**src/rtl/mips_reg_dump_if.sv**
```systemverilog
// ---------------------------------------------------------------------------
// mips_reg_dump_if
//
// Purpose: bundles the two buses of the register-dump engine into one
// interface: the register-file read port (strobe, address, returned data)
// and the outgoing valid/ready word stream (valid, ready, index, data, last).
//
// Signal summary (direction as seen by the dump engine, modport master):
//   rd_en_o       out  register-file read strobe
//   rd_addr_o     out  register-file read address (5 bits)
//   rd_data_i     in   read data, valid one cycle after rd_en_o
//   dump_valid_o  out  output word valid
//   dump_ready_i  in   downstream accept
//   dump_idx_o    out  register index of the current word (5 bits)
//   dump_data_o   out  register value of the current word
//   dump_last_o   out  current word is the final one of the dump
//
// Modports:
//   master  the dump engine
//   slave   the register file plus the downstream consumer
// ---------------------------------------------------------------------------
interface mips_reg_dump_if #(
    parameter int DATA_W = 32
);

    logic              rd_en_o;
    logic [4:0]        rd_addr_o;
    logic [DATA_W-1:0] rd_data_i;
    logic              dump_valid_o;
    logic              dump_ready_i;
    logic [4:0]        dump_idx_o;
    logic [DATA_W-1:0] dump_data_o;
    logic              dump_last_o;

    modport master (
        output rd_en_o,
        output rd_addr_o,
        input  rd_data_i,
        output dump_valid_o,
        input  dump_ready_i,
        output dump_idx_o,
        output dump_data_o,
        output dump_last_o
    );

    modport slave (
        input  rd_en_o,
        input  rd_addr_o,
        output rd_data_i,
        input  dump_valid_o,
        output dump_ready_i,
        input  dump_idx_o,
        input  dump_data_o,
        input  dump_last_o
    );

endinterface

```
**src/rtl/mips_reg_dump.sv**
```systemverilog
// ---------------------------------------------------------------------------
// mips_reg_dump
//
// Purpose: when the CPU halts (rising edge of halted_i) or on a manual
// start_i pulse, walk the register file from the first index up to
// NUM_REGS-1, reading one entry at a time and presenting each value as a
// word on a valid/ready stream. A one-cycle done_o pulse follows the
// acceptance of the final word.
//
// Per word the engine spends one cycle in READ (read strobe), one in LATCH
// (capture returned data), and at least one in SEND (waiting for ready),
// so the peak rate is one word every three cycles.
//
// Ports:
//   clk        in   single clock, rising edge
//   rst_n      in   asynchronous active-low reset
//   halted_i   in   CPU halted flag; 0->1 transition starts a dump
//   start_i    in   single-cycle manual dump trigger
//   bus        --   mips_reg_dump_if.master: read port + output stream
//   busy_o     out  high whenever the engine is not IDLE
//   done_o     out  one-cycle pulse after the final word is accepted
//
// Parameters:
//   NUM_REGS   number of register-file entries dumped (2..32)
//   DATA_W     register data width (must match the interface DATA_W)
//
// Configuration macro:
//   REG_DUMP_SKIP_ZERO_EN  when defined, R0 is neither read nor sent and the
//                          dump starts at index 1 (NUM_REGS-1 words);
//                          otherwise it starts at index 0 (NUM_REGS words).
// ---------------------------------------------------------------------------
module mips_reg_dump #(
    parameter int NUM_REGS = 32,
    parameter int DATA_W   = 32
) (
    input  logic            clk,
    input  logic            rst_n,
    input  logic            halted_i,
    input  logic            start_i,
    mips_reg_dump_if.master bus,
    output logic            busy_o,
    output logic            done_o
);

    typedef enum logic [2:0] {
        IDLE,
        READ,
        LATCH,
        SEND,
        DONE
    } state_e;

`ifdef REG_DUMP_SKIP_ZERO_EN
    localparam logic [4:0] FIRST_IDX = 5'd1;
`else
    localparam logic [4:0] FIRST_IDX = 5'd0;
`endif

    localparam logic [4:0] LAST_IDX = 5'(NUM_REGS - 1);

    state_e            state_q, state_d;
    logic [4:0]        index_q, index_d;
    logic              halted_q;
    logic [4:0]        idx_q, idx_d;
    logic [DATA_W-1:0] data_q, data_d;
    logic              last_q, last_d;
    logic              rd_en_q, rd_en_d;
    logic              valid_q, valid_d;
    logic              busy_q, busy_d;
    logic              done_q, done_d;

    logic              halted_rise;
    logic              trigger;

    // halted_q resets to 0, so a halted_i already high at reset release is
    // seen as a rising edge on the first clock after release.
    assign halted_rise = halted_i & ~halted_q;

    // Both trigger sources collapse into one request; they are only looked
    // at in IDLE, so anything arriving mid-dump is dropped rather than queued.
    assign trigger = halted_rise | start_i;

    // Next-state and datapath logic.
    always_comb begin
        state_d = state_q;
        index_d = index_q;
        idx_d   = idx_q;
        data_d  = data_q;
        last_d  = last_q;

        case (state_q)
            IDLE: begin
                if (trigger) begin
                    index_d = FIRST_IDX;
                    state_d = READ;
                end
            end

            READ: begin
                state_d = LATCH;
            end

            LATCH: begin
                // Read data returns one cycle after the strobe, i.e. now.
                data_d  = bus.rd_data_i;
                idx_d   = index_q;
                last_d  = (index_q == LAST_IDX);
                state_d = SEND;
            end

            SEND: begin
                // valid is high for the whole of SEND, so ready alone marks
                // the handshake edge.
                if (bus.dump_ready_i) begin
                    last_d = 1'b0;
                    if (last_q) begin
                        state_d = DONE;
                    end else begin
                        index_d = index_q + 5'd1;
                        state_d = READ;
                    end
                end
            end

            DONE: begin
                state_d = IDLE;
            end

            default: begin
                state_d = IDLE;
            end
        endcase
    end

    // Outputs are registered copies of "which state are we entering", so
    // they line up exactly with the state register and never glitch.
    always_comb begin
        rd_en_d = (state_d == READ);
        valid_d = (state_d == SEND);
        done_d  = (state_d == DONE);
        busy_d  = (state_d != IDLE);
    end

    always_ff @(posedge clk or negedge rst_n) begin
        if (!rst_n) begin
            state_q  <= IDLE;
            index_q  <= 5'd0;
            halted_q <= 1'b0;
            idx_q    <= 5'd0;
            data_q   <= '0;
            last_q   <= 1'b0;
            rd_en_q  <= 1'b0;
            valid_q  <= 1'b0;
            busy_q   <= 1'b0;
            done_q   <= 1'b0;
        end else begin
            state_q  <= state_d;
            index_q  <= index_d;
            halted_q <= halted_i;
            idx_q    <= idx_d;
            data_q   <= data_d;
            last_q   <= last_d;
            rd_en_q  <= rd_en_d;
            valid_q  <= valid_d;
            busy_q   <= busy_d;
            done_q   <= done_d;
        end
    end

    assign bus.rd_en_o      = rd_en_q;
    assign bus.rd_addr_o    = index_q;
    assign bus.dump_valid_o = valid_q;
    assign bus.dump_idx_o   = idx_q;
    assign bus.dump_data_o  = data_q;
    assign bus.dump_last_o  = last_q;
    assign busy_o           = busy_q;
    assign done_o           = done_q;

    // A stalled word must stay put until it is taken.
    a_hold_while_stalled : assert property (
        @(posedge clk) disable iff (!rst_n)
        (valid_q && !bus.dump_ready_i) |=>
            (valid_q && $stable(data_q) && $stable(idx_q) && $stable(last_q))
    );

    // The read strobe never lasts more than one cycle.
    a_single_read : assert property (
        @(posedge clk) disable iff (!rst_n)
        rd_en_q |=> !rd_en_q
    );

    // The index register never runs past the final entry.
    a_no_wrap : assert property (
        @(posedge clk) disable iff (!rst_n)
        index_q <= LAST_IDX
    );

endmodule

```
**src/flat_wrapper.sv**
```systemverilog
// flat-port wrapper written by rule: the top's interface ports become plain ports
module mips_reg_dump_flat 
#(
    parameter int NUM_REGS = 32,
    parameter int DATA_W   = 32
)
  (clk, rst_n, halted_i, start_i, busy_o, done_o, bus_rd_en_o, bus_rd_addr_o, bus_rd_data_i, bus_dump_valid_o, bus_dump_ready_i, bus_dump_idx_o, bus_dump_data_o, bus_dump_last_o);
  mips_reg_dump_if #(.DATA_W(DATA_W)) bus_i ();
  input  logic clk;
  input  logic rst_n;
  input  logic halted_i;
  input  logic start_i;
  output logic busy_o;
  output logic done_o;
  output wire logic [$bits(bus_i.rd_en_o)-1:0] bus_rd_en_o;
  output wire logic [$bits(bus_i.rd_addr_o)-1:0] bus_rd_addr_o;
  input wire logic [$bits(bus_i.rd_data_i)-1:0] bus_rd_data_i;
  output wire logic [$bits(bus_i.dump_valid_o)-1:0] bus_dump_valid_o;
  input wire logic [$bits(bus_i.dump_ready_i)-1:0] bus_dump_ready_i;
  output wire logic [$bits(bus_i.dump_idx_o)-1:0] bus_dump_idx_o;
  output wire logic [$bits(bus_i.dump_data_o)-1:0] bus_dump_data_o;
  output wire logic [$bits(bus_i.dump_last_o)-1:0] bus_dump_last_o;
  assign bus_rd_en_o = bus_i.rd_en_o;
  assign bus_rd_addr_o = bus_i.rd_addr_o;
  assign bus_i.rd_data_i = bus_rd_data_i;
  assign bus_dump_valid_o = bus_i.dump_valid_o;
  assign bus_i.dump_ready_i = bus_dump_ready_i;
  assign bus_dump_idx_o = bus_i.dump_idx_o;
  assign bus_dump_data_o = bus_i.dump_data_o;
  assign bus_dump_last_o = bus_i.dump_last_o;
  mips_reg_dump #(.NUM_REGS(NUM_REGS), .DATA_W(DATA_W)) u_core (.clk(clk), .rst_n(rst_n), .halted_i(halted_i), .start_i(start_i), .bus(bus_i), .busy_o(busy_o), .done_o(done_o));
endmodule
```
**config.mk**
```make
export PLATFORM = sky130hd
export DESIGN_NAME = mips_reg_dump_flat
export DESIGN_NICKNAME = d
export VERILOG_FILES = /design/src/rtl/mips_reg_dump_if.sv /design/src/rtl/mips_reg_dump.sv /design/src/flat_wrapper.sv
export SDC_FILE = /design/constraint.sdc
export NUM_CORES = 1
export LEC_CHECK = 0
export CAP_MARGIN = 40
export CORE_MARGIN = 2
export CORE_UTILIZATION = 39
export DETAILED_ROUTE_END_ITERATION = 7
export GPL_TIMING_DRIVEN = 0
export PLACE_DENSITY = 0.8
export SLEW_MARGIN = 20
export SYNTH_ARGS = -nofsm -noshare
export SYNTH_HDL_FRONTEND = slang
export SYNTH_SLANG_ARGS = --single-unit
```
**constraint.sdc**
```tcl
create_clock -name clk -period 1.5 [get_ports clk]
set_clock_uncertainty 0.05 [all_clocks]
set_input_delay 0.375 -clock clk [delete_from_list [all_inputs] [get_ports clk]]
set_output_delay 0.375 -clock clk [all_outputs]
set_load 0.01 [all_outputs]
```
==> metrics.md <==
| Metric | Value |
|---|---|
| Outcome | finished with violations |
| Failing checks | negative setup slack |
| Max H-tree Level | 2 |
| Total number of vias | 1442 |
| Detailed Route WL | 4637 µm |
| Worst-path clk slew | 0.08 ns |
| Final Hold Vio Count | 0 |
| Largest area contributor in the netlist | dfrtp_1 |
| Fmax | 664.5 MHz |
| Slew Viols, Final | 0 |
| GR Overflow Total | 0 |
| Mapped Area | 2118 µm² |
| Avg Cell Area, Syn | around 16 µm² |
| Cells after synthesis | ~130 |
| Pwr Density | 1937 nW/µm² |
| Placed insts | 284 |
| Fin crit period | 1.505 ns |
| Rows | 26 |
| Diodes inserted | 0 |
| Maximum vdd drop | 0.001015 V |
| Leakage | 1.531 nW |
| Crit Path Max Fanout | 4 |
| HP Class | input port to async pin |
| Post-synth top area share | around 60% |
| Die width | 77.70 µm |
| Layout Utilization | 62.92% |
| P&R area growth vs syn | 53.63% |
| Routed wire length per instance | 15.20 µm |
| Setup repair after global routing missed its margin | yes |
| CTS Root Cell | clkbuf_8 |
| Period utilisation layout | 100.3% |
| Vias per cell | 4.728 |
| Reg2reg start | u_core.bus.rd_addr_o[1] |
| Max-Cap Viols | 0 |
| GPL Wtd Cong | 0.7153 |
| Post-Layout Cell Count | 305 |
| Startpoint types | register |
| Syn_nets | 170 |
| # DRC | 0 |
| Synth top area cells | dfrtp_1, mux2_4, mux2_2 |
| CTS tree | yes |
| Register area share after synthesis | 60.25% |
| Die Y | 77.70 µm |
| Worst EP required | about 1.6 ns |
| Final instance area | 3254 µm² |
| Crit path DAT | around 1.6 ns |
| Starting Density | 40.95% |
| CTS Buffer Depth | 2 |
| IO Pins | 84 |
| Internal power | between 4 and 5 mW |
| CP Capture Type | register |
| R2R Path End | u_core.bus.rd_addr_o[4] |
| Synth warnings | 0 |
| Largest net degree at the start of global routing | between 50 and 60 |
| Slew @ Worst Pin | 0.6281 ns |
| Final setup violation count | 1 |
| Clk_lat worst skew | 0.30 ns |
| CTS Sinks | 51 |
| Sw frac | about a third |
| Initial antenna violation count | 0 |
| Worst R2R Path Depth | 5 |
| Global-route wire length before repair | 7493 µm |
| Relative max-transition margin | 58.12% |
| Detailed-router iteration count before antenna repair | 3 |
| Worst Slack Setup Final | -0.004790 ns |
| Num CTS Buffers | 5 |
| Clock power frac | between 10 and 15% |
| Die area | 6037 µm² |
| Net Switching | 1.984 mW |
| Placed cell area | 3038 µm² |
| WS Path Type | register to register |
| Post-synth cell types | 28 |
| Sequential share of power | about 36% |
| IO Port Bufs | 83 |
| DP HPWL | 3196 µm |
| R2r setup slk | -0.005 ns |
| Vias in the first global route | around 1500 |
| # nets final | 274 |
| GRT Util Overall | 16.06% |
| Design Power | 6.303 mW |
| Core area | approximately 5200 µm² |
| Post-CTS Hold Fix Bufs | 0 |
| Share of cells above drive strength 1 | 35.32% |
| Comb pwr share | 49.2% |
| #FFs+latches synth | 51 |
| Initial DRC Count | 50 |
| Fillers | approximately 400 |
| Antenna Nets Post-Route | 0 |
-- cell usage in the layout, fill, tap and decap left out, types with 2 or more instances in the layout --
master / count
inv_1: 2
ha_4: 2
dfrtp_1: 47
nor2_4: 2
and2_1: 2
buf_12: 3
mux2_4: 20
nand2_1: 2
xnor2_1: 2
clkdlybuf4s50_1: 33
dlygate4sd2_1: 48
mux2_2: 20
o21ai_0: 3
and3_4: 2
dfrtp_2: 4
buf_4: 15
clkbuf_8: 5
and3_1: 2
nor2_1: 2
-- cells in the mapped netlist --
cell / n
mux2_4: 19
nor4b_2: 1
nor4_2: 1
nand2_1: 2
inv_1: 2
nor3_2: 2
nor2_4: 1
a21oi_1: 1
ha_1: 2
buf_12: 2
buf_4: 2
nor2_1: 2
a22o_1: 1
buf_6: 1
dfrtp_1: 51
mux2_2: 21
and3_1: 4
xnor2_1: 2
a31oi_1: 1
and2_1: 2
nor2_2: 1
nor2b_1: 2
o21a_1: 1
nor3_1: 1
o21ai_0: 3
nand2b_4: 1
o21bai_1: 1
nand3_1: 1
-- layer usage --
metal  share of wire (%)  GRT usage [%]
met5                   0              0
met4                 1.3          6.429
met3                 4.6          3.721
met2                  49          26.72
met1                  45          20.17
-- registers in the layout, summed over array words and instances, names as in the netlist --
name	cells
u_core.bus.dump_valid_o	1
u_core.done_o	1
u_core.busy_o	1
u_core.bus.rd_en_o	1
u_core.bus.rd_addr_o	5
u_core.bus.dump_data_o	32
u_core.halted_q	1
u_core.bus.dump_last_o	1
u_core.bus.dump_idx_o	5
u_core.state_q	3
-- cells by family (layout without fill, tap and decap cells) --
| group | count (synthesis) | after routing | share of synthesized area [%] |
|---|---|---|---|
| flops | 51 | 51 | 60.25 |
| simple gates | 21 | 21 | 7.264 |
| fa+ha+maj | 2 | 2 | 1.181 |
| xor+xnor | 2 | 2 | 0.8271 |
| buf+inv | 7 | 111 | 3.485 |
| mux | 40 | 40 | 24.63 |
| compound gates | 8 | 8 | 2.363 |
-- critical path, cell delays in order (launching register included) --
cell     delay (ns)
dfrtp_2        0.44
ha_4           0.17
and3_4         0.15
ha_4           0.20
and3_4         0.13
mux2_4         0.26
-- area by class of cell --
type                    count  area, µm²  share of cell area (%)
inverters                   2      7.507                  0.2307
plain buffers               5      73.82                   2.268
flip-flops and latches     51       1281                   39.37
repair buffers             97      880.8                   27.07
clock inverters             1      30.03                  0.9227
well taps                  70      87.58                   2.691
clock buffers               6      72.57                   2.230
multi-input cells          73      820.8                   25.22
-- power by group through the flow --
stage	combinational, mW	sequential [mW]	clock (mW)
3_3_place_gp	3.16	2.31	0
2_1_floorplan	1.45	2.58	0
4_1_cts	3.06	2.29	0.941
6_report	3.10	2.28	0.919
5_1_grt	3.32	2.37	1.00
3_5_place_dp	3.20	2.35	0
-- what timing repair did --
item                       CTS  global route
pin swaps                    4             3
resized for setup           61             4
setup buffers               11             3
setup endpoints to repair   69            22
-- through the flow --
| stage | hold WS (ns) | worst slack, ns | TNS (ns) |
|---|---|---|---|
| 2_1_floorplan | 0.02941 | -0.08269 | -0.08269 |
| 3_3_place_gp | 0.4386 | -1.655 | -77.14 |
| 3_5_place_dp | 0.3912 | -0.4150 | -2.496 |
| 4_1_cts | 0.06531 | -0.005653 | -0.005653 |
| 5_1_grt | 0.07352 | -0.03640 | -0.08307 |
| 6_report | 0.04690 | -0.004790 | -0.004790 |
-- how the worst max path moves through the flow --
stage / start / to / slack (ns) / cells after the start
floorplan: u_core.bus.rd_addr_o[0] / u_core.bus.rd_addr_o[4] / -0.08 / 5
global placement: rst_n / u_core.bus.rd_addr_o[0] / -1.65 / 1
detailed placement: halted_i / u_core.bus.rd_addr_o[1] / -0.41 / 5
CTS: u_core.bus.rd_addr_o[1] / u_core.bus.rd_addr_o[4] / -0.006 / 5
global route: u_core.bus.rd_addr_o[1] / u_core.bus.rd_addr_o[4] / -0.04 / 5
finish: u_core.bus.rd_addr_o[1] / u_core.bus.rd_addr_o[4] / -0.005 / 5
Note: power is estimated with default switching activity, not from simulation.
